**src/rtl/mem_access_unit_pkg.sv**
```systemverilog
// Shared sizes and state encoding for the MEM stage.
// Imported by the MEM-stage RTL.
package mem_access_unit_pkg;

  localparam int DSIZE_DEF   = 16;
  localparam int ASIZE_DEF   = 4;
  localparam int ISIZE_DEF   = 16;
  localparam int MADDR_DEF   = 8;
  localparam int TIMEOUT_DEF = 15;

  typedef enum logic {
    ST_IDLE = 1'b0,
    ST_BUSY = 1'b1
  } state_t;

endpackage

```
**src/rtl/mem_access_unit.sv**
```systemverilog
// MEM stage: drives the req/ack data-memory bus, stalls upstream
// until completion and registers the MEM/WB writeback bundle.
module mem_access_unit
  import mem_access_unit_pkg::*;
#(
  parameter int DSIZE   = DSIZE_DEF,
  parameter int ASIZE   = ASIZE_DEF,
  parameter int ISIZE   = ISIZE_DEF,
  parameter int MADDR   = MADDR_DEF,
  parameter int TIMEOUT = TIMEOUT_DEF
) (
  input  logic             clk,
  input  logic             rst,
  input  logic             memRead_in,
  input  logic             memWrite_in,
  input  logic             memToReg_in,
  input  logic             jal_in,
  input  logic             WriteEn_in,
  input  logic [ASIZE-1:0] waddr_in,
  input  logic [ISIZE-1:0] npc_in,
  input  logic [DSIZE-1:0] alu_result_in,
  input  logic [DSIZE-1:0] rdata2_in,
  output logic             stall_out,
  output logic             dm_req,
  output logic             dm_we,
  output logic [MADDR-1:0] dm_addr,
  output logic [DSIZE-1:0] dm_wdata,
  input  logic             dm_ack,
  input  logic [DSIZE-1:0] dm_rdata,
  output logic [DSIZE-1:0] wdata_out,
  output logic [ASIZE-1:0] waddr_out,
  output logic             WriteEn_out,
  output logic             mem_err
);

  localparam int CW = $clog2(TIMEOUT + 1);
  localparam logic [CW-1:0] LAST = CW'(TIMEOUT - 1);

  state_t          state;
  logic [CW-1:0]   cnt;
  logic            mem_op;
  logic            expire;
  logic [DSIZE-1:0] exec_res;
  logic            unused_alu;

  assign mem_op     = memRead_in | memWrite_in;
  assign expire     = (cnt == LAST);
  assign exec_res   = jal_in ? DSIZE'(npc_in) : alu_result_in;
  assign unused_alu = ^alu_result_in[DSIZE-1:MADDR];

  // Held in reset, upstream must never see a stall.
  always_comb begin
    stall_out = 1'b0;
    if (!rst) begin
      unique case (state)
        ST_IDLE: stall_out = mem_op;
        ST_BUSY: stall_out = !dm_ack && !expire;
        default: stall_out = 1'b0;
      endcase
    end
  end

  always_ff @(posedge clk) begin
    if (rst) begin
      state       <= ST_IDLE;
      cnt         <= '0;
      dm_req      <= 1'b0;
      dm_we       <= 1'b0;
      dm_addr     <= '0;
      dm_wdata    <= '0;
      wdata_out   <= '0;
      waddr_out   <= '0;
      WriteEn_out <= 1'b0;
      mem_err     <= 1'b0;
    end else begin
      unique case (state)
        ST_IDLE: begin
          if (mem_op) begin
            state       <= ST_BUSY;
            cnt         <= '0;
            dm_req      <= 1'b1;
            dm_we       <= memWrite_in;
            dm_addr     <= alu_result_in[MADDR-1:0];
            dm_wdata    <= rdata2_in;
            WriteEn_out <= 1'b0;
            if (memRead_in && memWrite_in)
              mem_err <= 1'b1;
          end else begin
            WriteEn_out <= WriteEn_in;
            waddr_out   <= waddr_in;
            wdata_out   <= exec_res;
          end
        end
        ST_BUSY: begin
          if (dm_ack) begin
            state       <= ST_IDLE;
            dm_req      <= 1'b0;
            WriteEn_out <= WriteEn_in && !dm_we;
            waddr_out   <= waddr_in;
            wdata_out   <= memToReg_in ? dm_rdata : exec_res;
          end else if (expire) begin
            state       <= ST_IDLE;
            dm_req      <= 1'b0;
            mem_err     <= 1'b1;
            WriteEn_out <= 1'b0;
          end else begin
            cnt         <= cnt + 1'b1;
            WriteEn_out <= 1'b0;
          end
        end
        default: state <= ST_IDLE;
      endcase
    end
  end

endmodule

```
**config.mk**
```make
export PLATFORM = sky130hd
export DESIGN_NAME = mem_access_unit
export DESIGN_NICKNAME = d
export VERILOG_FILES = /design/src/rtl/mem_access_unit_pkg.sv /design/src/rtl/mem_access_unit.sv
export SDC_FILE = /design/constraint.sdc
export NUM_CORES = 1
export LEC_CHECK = 0
export CORE_MARGIN = 2
export CORE_UTILIZATION = 43
export CTS_BUF_LIST = sky130_fd_sc_hd__clkbuf_8
export CTS_CLUSTER_SIZE = 12
export DETAILED_ROUTE_END_ITERATION = 8
export PLACE_DENSITY_LB_ADDON = 0.05
export SETUP_SLACK_MARGIN = 0.15
export SYNTH_ARGS = -nofsm -noshare
export SYNTH_HDL_FRONTEND = slang
export SYNTH_SLANG_ARGS = --single-unit
```
**constraint.sdc**
```tcl
create_clock -name clk -period 4.5 [get_ports clk]
set_input_delay 1.125 -clock clk [delete_from_list [all_inputs] [get_ports clk]]
set_output_delay 1.125 -clock clk [all_outputs]
set_load 0.01 [all_outputs]
```
==> results.json <==
{
  "status": "finished, final reports clean",
  "clk_latency_ns": 0.30,
  "synth_top_area_cell": "dfxtp_1",
  "worstSetupPathType": "in2out",
  "io-pin-count": 125,
  "ys.warnings.count": 0,
  "p_sw_share_pct": 26.5,
  "wl_mm": 6.61,
  "dpl.cell_count": 445,
  "dr.first_iter.drc_count": 74,
  "vias": 2328,
  "tightestPinTransition_ns": 1.10,
  "htreeDepth": 2,
  "fp.dieW_um": 77.2,
  "required_ns": 3.38,
  "ant_nets": 0,
  "p_leak_nw": 1.37,
  "synth_cell_types": 32,
  "io_buffers": 124,
  "gp_congestion": 0.801,
  "syn_area_um2": 2300,
  "grt-ovfl-total": 0,
  "synth_mux_area_share_pct": 6.95,
  "combPwrFrac_pct": 25.9,
  "drv_cap": 0,
  "p_sw_uw": 274,
  "rsz0062_at_grt": "no",
  "cts_root_buffer": "clkbuf_8",
  "grt_pass1_wl_mm": 10.6,
  "hold_violations": 0,
  "maxSlewViolCount": 0,
  "worst-path-max-fanout": 8,
  "fin_cells": 451,
  "final.setup.tns_ns": 0,
  "start_util_pct": 44.8,
  "routedWlPerCell_um": 14.7,
  "setup_violations": 0,
  "core-area_um2": 5140,
  "hold_path_depth": 2,
  "viasPerCell": 5.16,
  "layout_commonest_cell": "clkdlybuf4s50_1",
  "yosys.area_share.xor_xnor_pct": 0,
  "synth_cells": 267,
  "clock.fmax_mhz": 251,
  "ir_worst_vdd_uv": 206,
  "numCtsBuffers": 5,
  "period_minus_slack_ns": 3.98,
  "nFillCells": 450,
  "synth-seq-cells": 53,
  "worst_setup_path_end_kind": "output pin",
  "power_density_nw_per_um2": 284,
  "synthAdderAreaFrac_pct": 1.09,
  "clk_path_buf_depth": 2,
  "syn2layout_area_growth_pct": 57.9,
  "dp_hpwl_mm": 4.73,
  "grt.total_usage_pct": 22.0,
  "start_kind": "input port",
  "power_frac_seq_pct": 50.4,
  "final_cell_mix": "clkdlybuf4s50_1, dfxtp_1, nand2_1",
  "synth_seq_area_share_pct": 46.1,
  "grt_max_degree": 38,
  "fin_crit_sh_pct": 88.6,
  "cts.sinks": 53,
  "synth_compound_area_share_pct": 22.4,
  "reg2reg_depth": 4,
  "synth_area_leaders": "dfxtp_1, nand2_1, a21oi_1, mux2i_1, o21ai_0",
  "worstPathArrival_ns": 2.86,
  "synth_top_family_by_area": "compound AO/OA/AOI/OAI gates",
  "grt_pass1_vias": 2218,
  "hold_buffers": 0,
  "drt_drc_violations_left": 0,
  "post_cts_resized": 0,
  "syn_avg_cell_area_um2": 8.63,
  "power.internal_uw": 760,
  "fp.dieArea_um2": 5960,
  "final_cell_area_um2": 3640,
  "nets": 460,
  "placed_area_um2": 3560,
  "fin_skew_ns": 0.00690,
  "dr.pass1.iters": 4,
  "postCtsSetupBuffers": 0,
  "antenna_found_initial": 0,
  "synth.top_cell.area_share_pct": 46.1,
  "drive_above_1_share_pct": 6.82,
  "yosys.area_share.simple_pct": 18.5,
  "slew_headroom_pct": 26.2,
  "fin_hold_ws_ns": 0.455,
  "diodes": 0,
  "cts.clk_slew.worst_paths_ns": 0.09,
  "synthesis.nets": 345,
  "cts_tree": "yes",
  "die_h_um": 77.2,
  "pwr-share-clk_pct": 23.8,
  "fp-row-count": 26,
  "hp-class": "reg2reg"
}
-- worst max-delay path, stage by stage --
cell	delay (ns)
clkdlybuf4s50_1	0.50
nand2b_1	0.30
o21ai_0	0.23
nor2b_1	0.16
clkdlybuf4s50_1	0.54
-- kinds of logic after synthesis --
logic type / after synthesis
buffers and inverters: 23
adder cells (fa/ha/maj): 2
AND/OR/NAND/NOR: 91
flip-flops: 53
multiplexers: 16
AO/OA/AOI/OAI: 82
-- Yosys cell counts --
library cell  number
nand2_1           50
buf_2              7
nor2b_1            5
a22o_2            10
dfxtp_1           53
buf_4              1
and2_0             1
clkbuf_1           9
a31oi_1            1
o211ai_1           2
nand2b_1           3
buf_6              2
or3_4              1
inv_1              3
a221oi_1           1
nand3_1           21
and3_1             1
nor3_2             2
and2_1             1
a21oi_4            1
a22o_1             6
nor2_1             2
mux2i_1           16
o31ai_1            2
a21oi_1           34
buf_1              1
or3_1              3
o21ai_0           23
ha_1               2
or4_1              1
o21bai_1           1
o21ba_2            1
-- power by group through the flow --
stage	clock [mW]	combinational, mW	sequential (mW)
after floorplan	0	0.101	0.545
after global placement	0	0.267	0.530
after detailed placement	0	0.269	0.532
after CTS	0.252	0.270	0.521
after global routing	0.274	0.288	0.525
final	0.246	0.268	0.521
-- path summary, 6_finish.rpt --
check,to,slack [ns],start
max reg2reg,wdata_out[7]$_SDFFE_PP0P_,2.46,state$_SDFF_PP0_
min reg2reg,dm_wdata[13]$_SDFFE_PP0P_,0.45,dm_wdata[13]$_SDFFE_PP0P_
max,stall_out,0.52,dm_ack
min,dm_wdata[13]$_SDFFE_PP0P_,0.45,dm_wdata[13]$_SDFFE_PP0P_
-- cell type report --
cell class / count / area, um2 / area share [%]
inverter: 3 / 11.3 / 0.310
timing repair buffer: 128 / 1270 / 35.0
clock buffer: 5 / 68.8 / 1.89
tap: 70 / 87.6 / 2.41
clock inverter: 1 / 5.00 / 0.138
multi-input combinational: 191 / 1130 / 31.1
sequential: 53 / 1060 / 29.2
-- routing by layer --
metal	GRT usage [%]	vias to the layer above	part of all wire [%]
met5	0	-	0
met4	8.57	0	2.4
met2	36.7	83	47
met1	27.5	1069	44
li1	-	1163	-
met3	5.06	13	6.5
-- flip-flops by register name, summed over array words and instances, names as in the netlist --
name	cells
dm_addr	8
dm_wdata	16
dm_we	1
waddr_out	4
mem_err	1
WriteEn_out	1
dm_req	1
state	1
wdata_out	16
cnt	4
-- per-stage QoR --
| step | power, mW | setup slack, ns | util, % |
|---|---|---|---|
| 3_3_place_gp | 0.797 | 0.540 | 69.3 |
| 3_5_place_dp | 0.801 | 0.501 | 69.3 |
| 2_1_floorplan | 0.646 | 1.65 | - |
| 4_1_cts | 1.04 | 0.488 | 70.8 |
| 5_1_grt | 1.09 | 0.350 | 70.8 |
| 6_report | 1.03 | 0.515 | 70.8 |
No activity file was read; power rests on OpenSTA's default activity.
